--- src/rtl/tm_entry_sequencer.sv ---
// tm_entry_sequencer: input front end for the Turing machine core.
// Debounces the Next/Done buttons and assembles rules and tape bits from the switches.
// Ports: clock, reset (sync, active low), input_data, next_btn, done_btn ->
//        phase, field_idx, rule_write/addr/data, tape_write/addr/bit,
//        run_start, step, prog_full, tape_full.
module tm_entry_sequencer #(
    parameter int DATA_W          = 6,
    parameter int DEBOUNCE_CYCLES = 2,
    parameter int RULE_DEPTH      = 16,
    parameter int TAPE_DEPTH      = 64
) (
    input  logic                          clock,
    input  logic                          reset,
    input  logic [DATA_W-1:0]             input_data,
    input  logic                          next_btn,
    input  logic                          done_btn,
    output logic [1:0]                    phase,
    output logic [1:0]                    field_idx,
    output logic                          rule_write,
    output logic [$clog2(RULE_DEPTH)-1:0] rule_addr,
    output logic [DATA_W+2:0]             rule_data,
    output logic                          tape_write,
    output logic [$clog2(TAPE_DEPTH)-1:0] tape_addr,
    output logic                          tape_bit,
    output logic                          run_start,
    output logic                          step,
    output logic                          prog_full,
    output logic                          tape_full
);

    localparam int RA_W  = $clog2(RULE_DEPTH);
    localparam int TA_W  = $clog2(TAPE_DEPTH);
    localparam int CNT_W = $clog2(DEBOUNCE_CYCLES + 1);

    typedef enum logic [1:0] {
        PH_PROG = 2'd0,
        PH_TAPE = 2'd1,
        PH_RUN  = 2'd2
    } phase_e;

    // Button conditioning: bit 0 = Next, bit 1 = Done.
    logic [1:0]            sync1_q, sync1_d;
    logic [1:0]            sync2_q, sync2_d;
    logic [1:0]            deb_q, deb_d;
    logic [1:0]            deb_prev_q, deb_prev_d;
    logic [1:0]            pulse_q, pulse_d;
    logic [1:0][CNT_W-1:0] cnt_q, cnt_d;

    always_comb begin
        sync1_d    = {done_btn, next_btn};
        sync2_d    = sync1_q;
        deb_d      = deb_q;
        deb_prev_d = deb_q;
        pulse_d    = deb_q & ~deb_prev_q;
        for (int i = 0; i < 2; i++) begin
            cnt_d[i] = '0;
            // The flip is taken the cycle after the count lands on
            // DEBOUNCE_CYCLES, so a press of exactly that length still counts.
            if (cnt_q[i] == CNT_W'(DEBOUNCE_CYCLES)) begin
                deb_d[i] = ~deb_q[i];
            end else if (sync2_q[i] != deb_q[i]) begin
                cnt_d[i] = cnt_q[i] + CNT_W'(1);
            end
        end
    end

    // Sequencer state.
    phase_e             phase_q, phase_d;
    logic [1:0]         field_q, field_d;
    logic               sym_q, sym_d;
    logic [1:0]         dir_q, dir_d;
    logic [RA_W:0]      rule_cnt_q, rule_cnt_d;
    logic [TA_W:0]      tape_cnt_q, tape_cnt_d;
    logic               rule_write_q, rule_write_d;
    logic [RA_W-1:0]    rule_addr_q, rule_addr_d;
    logic [DATA_W+2:0]  rule_data_q, rule_data_d;
    logic               tape_write_q, tape_write_d;
    logic [TA_W-1:0]    tape_addr_q, tape_addr_d;
    logic               tape_bit_q, tape_bit_d;
    logic               run_start_q, run_start_d;
    logic               step_q, step_d;

    logic nxt;
    logic dn;
    logic rules_full;
    logic cells_full;

    assign dn         = pulse_q[1];
    assign nxt        = pulse_q[0] & ~pulse_q[1];
    assign rules_full = (rule_cnt_q == (RA_W+1)'(RULE_DEPTH));
    assign cells_full = (tape_cnt_q == (TA_W+1)'(TAPE_DEPTH));

    always_comb begin
        phase_d      = phase_q;
        field_d      = field_q;
        sym_d        = sym_q;
        dir_d        = dir_q;
        rule_cnt_d   = rule_cnt_q;
        tape_cnt_d   = tape_cnt_q;
        rule_write_d = 1'b0;
        rule_addr_d  = rule_addr_q;
        rule_data_d  = rule_data_q;
        tape_write_d = 1'b0;
        tape_addr_d  = tape_addr_q;
        tape_bit_d   = tape_bit_q;
        run_start_d  = 1'b0;
        step_d       = 1'b0;
        unique case (phase_q)
            PH_PROG: begin
                if (dn) begin
                    field_d = 2'd0;
                    phase_d = PH_TAPE;
                end else if (nxt && !rules_full) begin
                    unique case (field_q)
                        2'd0: begin
                            sym_d   = input_data[0];
                            field_d = 2'd1;
                        end
                        2'd1: begin
                            dir_d   = input_data[1:0];
                            field_d = 2'd2;
                        end
                        2'd2: begin
                            rule_write_d = 1'b1;
                            rule_addr_d  = rule_cnt_q[RA_W-1:0];
                            rule_data_d  = {input_data, dir_q, sym_q};
                            rule_cnt_d   = rule_cnt_q + (RA_W+1)'(1);
                            field_d      = 2'd0;
                        end
                        default: field_d = 2'd0;
                    endcase
                end
            end
            PH_TAPE: begin
                if (dn) begin
                    phase_d     = PH_RUN;
                    run_start_d = 1'b1;
                end else if (nxt && !cells_full) begin
                    tape_write_d = 1'b1;
                    tape_bit_d   = input_data[0];
                    tape_addr_d  = tape_cnt_q[TA_W-1:0];
                    tape_cnt_d   = tape_cnt_q + (TA_W+1)'(1);
                end
            end
            PH_RUN: begin
                step_d = nxt;
            end
            default: phase_d = PH_PROG;
        endcase
    end

    always_ff @(posedge clock) begin
        if (!reset) begin
            sync1_q      <= '0;
            sync2_q      <= '0;
            deb_q        <= '0;
            deb_prev_q   <= '0;
            pulse_q      <= '0;
            cnt_q        <= '0;
            phase_q      <= PH_PROG;
            field_q      <= '0;
            sym_q        <= 1'b0;
            dir_q        <= '0;
            rule_cnt_q   <= '0;
            tape_cnt_q   <= '0;
            rule_write_q <= 1'b0;
            rule_addr_q  <= '0;
            rule_data_q  <= '0;
            tape_write_q <= 1'b0;
            tape_addr_q  <= '0;
            tape_bit_q   <= 1'b0;
            run_start_q  <= 1'b0;
            step_q       <= 1'b0;
        end else begin
            sync1_q      <= sync1_d;
            sync2_q      <= sync2_d;
            deb_q        <= deb_d;
            deb_prev_q   <= deb_prev_d;
            pulse_q      <= pulse_d;
            cnt_q        <= cnt_d;
            phase_q      <= phase_d;
            field_q      <= field_d;
            sym_q        <= sym_d;
            dir_q        <= dir_d;
            rule_cnt_q   <= rule_cnt_d;
            tape_cnt_q   <= tape_cnt_d;
            rule_write_q <= rule_write_d;
            rule_addr_q  <= rule_addr_d;
            rule_data_q  <= rule_data_d;
            tape_write_q <= tape_write_d;
            tape_addr_q  <= tape_addr_d;
            tape_bit_q   <= tape_bit_d;
            run_start_q  <= run_start_d;
            step_q       <= step_d;
        end
    end

    assign phase      = phase_q;
    assign field_idx  = field_q;
    assign rule_write = rule_write_q;
    assign rule_addr  = rule_addr_q;
    assign rule_data  = rule_data_q;
    assign tape_write = tape_write_q;
    assign tape_addr  = tape_addr_q;
    assign tape_bit   = tape_bit_q;
    assign run_start  = run_start_q;
    assign step       = step_q;
    assign prog_full  = rules_full;
    assign tape_full  = cells_full;

endmodule

--- config.mk ---
export PLATFORM = sky130hd
export DESIGN_NAME = tm_entry_sequencer
export DESIGN_NICKNAME = d
export VERILOG_FILES = /design/src/rtl/tm_entry_sequencer.sv
export SDC_FILE = /design/constraint.sdc
export NUM_CORES = 1
export LEC_CHECK = 0
export CAP_MARGIN = 20
export CORE_ASPECT_RATIO = 0.75
export CORE_UTILIZATION = 30
export CTS_BUF_LIST = sky130_fd_sc_hd__clkbuf_4
export CTS_CLUSTER_SIZE = 30
export DETAILED_ROUTE_END_ITERATION = 10
export SETUP_SLACK_MARGIN = 0.02
export SYNTH_ARGS = -nofsm -noshare
export SYNTH_HDL_FRONTEND = slang
export SYNTH_SLANG_ARGS = --single-unit
--- constraint.sdc ---
create_clock -name clock -period 2 [get_ports clock]
set_input_delay 0.2 -clock clock [delete_from_list [all_inputs] [get_ports clock]]
set_output_delay 0.2 -clock clock [all_outputs]
set_load 0.01 [all_outputs]
==> flow_metrics.tcl, run 1 <==
set metrics [dict create \
    grt_pass1_wl_mm 7.76 \
    num_io_pins 40 \
    critPathArrivalTime_ns 2.13 \
    slowest_stage "or4_4" \
    die_h_um 77.6 \
    drt-total-wl_mm 4.50 \
    start_util_pct 31.0 \
    grt_max_degree 54 \
    grt_pass1_vias 1634 \
    avgSynthCellArea_um2 9.72 \
    routedWlPerCell_um 11.7 \
    crit_required_ns 2.27 \
    vias 1726 \
    ys.flop_type "dfxtp_1" \
    route.detailed.drc 1 \
    slew_headroom_pct 66.1 \
    yosys_warnings 0 \
    max_freq_mhz 539 \
    place_hpwl_mm 3.09 \
    cts-buffers-inserted 9 \
    final_cells 386 \
    crit_family "simple AND/OR/NAND/NOR gates" \
    synthTopCellsByArea "dfxtp_1 (50%), mux2i_1 (11%), nand2_1 (7.6%)" \
    syn_nets 251 \
    finalNetCount 298 \
    first_iter_violations 33 \
    clock_latency_ns 0.38 \
    hold_path_class "input port to flip-flop" \
    finalCritPeriodShare_pct 92.7 \
    synth.most_common_cell "dfxtp_1" \
    crit_chain "inv_1 -> ha_1 -> nor4bb_1 -> buf_4 -> buf_4 -> or4_4 -> mux2i_1" \
    drive_above_1_share_pct 11.6 \
    ys_types 40 \
    die_width_um 103 \
    grt_overflow 0 \
    clkTransAtPathRegs_ns 0.09 \
    critPathMaxFanout 6 \
    cap_violations 0 \
    worst_setup_path_start_kind "flip-flop" \
    worst_pin_slew_ns 0.509 \
    clk_path_buf_depth 2 \
    std_cell_rows 27 \
    firstDrtPassIters 7 \
    synth_top_area_share_pct 49.9 \
    fin_crit_ns 1.85 \
    finalSetupTns_ns 0 \
    grt_usage_pct 12.8 \
    synth_edf_count 0 \
    synth_area_mm2 0.00228 \
    syn_inst 235 \
    synthArstFlopShare_pct 0 \
    hold_viol_final 0 \
    synth_seq_cells 57 \
    p_total_uw 1850 \
    r2r_setup_slack_ns 0.15 \
    total_leakage_power_uw 0.00102 \
    place.gp.congestion 0.797 \
    n_antenna_cell 0 \
    path_common_cell "buf_4" \
    setup_viol 0 \
    synthToLayoutAreaGrowth_pct 27.1 \
    failed_checks "design-rule violations" \
    finClkSkew_ns 0.0103 \
    p_per_area_mw_per_mm2 638 \
    fin_util_pct 39.4 \
    cts_max_level 3 \
    synthTopCellsByCount "dfxtp_1 (57), nand2_1 (46), mux2i_1 (26), inv_1 (8), nor2_1 (8)" \
    viasPerCell 4.47 \
    slew_viol_final 0 \
    clock-root-buffer "clkbuf_4" \
    critPathKind "flip-flop to flip-flop" \
    cp_slowest_stage_delay_ns 0.55 \
    rsz0062_at_grt "false" \
    die_area_mm2 0.00797 \
    path_buf_inv 3 \
    outcome "finished, violations left" \
    antenna_found_initial 0 \
    drtAntennaViolNets 0 \
    peakVddDrop_mv 0.190 \
    crit_path_end_kind "flip-flop" \
    clock-sinks 57 \
    fillers 766 \
    yosys.area.top_type "dfxtp_1" \
    cts_tree "built" \
    io_buffers 39 \
    post-place-cells 370 \
    synth_seq_area_share_pct 49.9 \
    core_mm2 0.00736 \
]
-- worst reg2reg max path: cells and delay by family (launching register included) --
family,cells,cell delay [ns]
flops,1,0.39
fa+ha+maj,1,0.19
simple gates,2,0.67
buf+inv,3,0.37
mux,1,0.14
-- report_power, final --
group,internal (uW),switching (uW)
registers,1140,2.15
logic,25.4,31.6
clock network,277,378
-- path summary, 6_finish.rpt --
check	from	endpoint	cells after the start
worst max-delay path	rule_cnt_q[0]	dir_q[1]	7
worst min-delay path	reset	field_idx[0]	3
worst max register to register	rule_cnt_q[0]	dir_q[1]	7
worst min register to register	deb_prev_q[0]	pulse_q[0]	1
-- through the flow --
stage	setup slack [ns]	instance area [um^2]	hold slack, ns
finish	0.146	2900	0.238
detailed placement	0.221	2790	0.375
global placement	0.254	2790	0.376
CTS	0.147	2900	0.214
global route	0.0717	2900	0.251
floorplan	0.167	2280	0.327
-- layout make-up --
class / count / area, um^2 / share of cell area [%]
Tap cell: 101 / 126 / 4.35
Inverter: 9 / 33.8 / 1.16
Clock inverter: 2 / 7.51 / 0.259
Clock buffer: 12 / 90.1 / 3.10
Multi-Input combinational cell: 157 / 1040 / 35.9
Sequential cell: 57 / 1140 / 39.3
Timing Repair Buffer: 48 / 463 / 15.9
-- state kept, by name, indices dropped and copies added, names as in the netlist --
name / count
rule_data: 9
tape_cnt_q: 7
tape_addr: 6
rule_cnt_q: 5
cnt_q: 4
rule_addr: 4
deb_prev_d: 2
deb_prev_q: 2
dir_q: 2
field_idx: 2
phase: 2
pulse_q: 2
sync1_q: 2
sync2_q: 2
rule_write: 1
run_start: 1
step: 1
sym_q: 1
tape_bit: 1
tape_write: 1
-- layer usage --
layer  track usage, %  vias up  share of wire (%)
li1                 -      894                  -
met1             15.9      799                 50
met2             19.4       29                 44
met3             5.59        4                5.4
met4             4.65        0               0.87
met5                0        -                  0
-- what timing repair did --
item,4_1_cts,5_1_grt
gates resized for setup,3,0
endpoints found under the setup margin,2,0
setup buffers,2,0
hold buffers,0,0
-- cell families (layout without fill, tap and decap cells) --
family | Yosys count | after routing | synth area share, %
muxes | 26 | 26 | 11.4
adders and majority gates | 6 | 6 | 3.29
buffers and inverters | 21 | 71 | 4.71
and+or+nand+nor | 100 | 100 | 23.3
AOI/OAI and AO/OA | 20 | 20 | 5.42
DFF | 57 | 57 | 49.9
xor gates and xnor gates | 5 | 5 | 1.92
-- layout by cell type (no fill, tap or decap), types with 6 or more instances in the layout --
| cell | count |
|---|---|
| nand3_1 | 6 |
| buf_4 | 8 |
| and2_1 | 6 |
| mux2i_1 | 26 |
| ha_1 | 6 |
| a21oi_1 | 7 |
| clkbuf_4 | 12 |
| dfxtp_1 | 57 |
| nand2_1 | 46 |
| inv_1 | 8 |
| nor2_1 | 8 |
| clkdlybuf4s50_1 | 36 |
| o21ai_0 | 6 |
Note: power is estimated with default switching activity, not from simulation.
==> run 2: changes to the inputs <==
CAP_MARGIN = 30   (was 20)
==> results of run 2 <==
Final layout, timing and power as in run 1 (identical DEF).
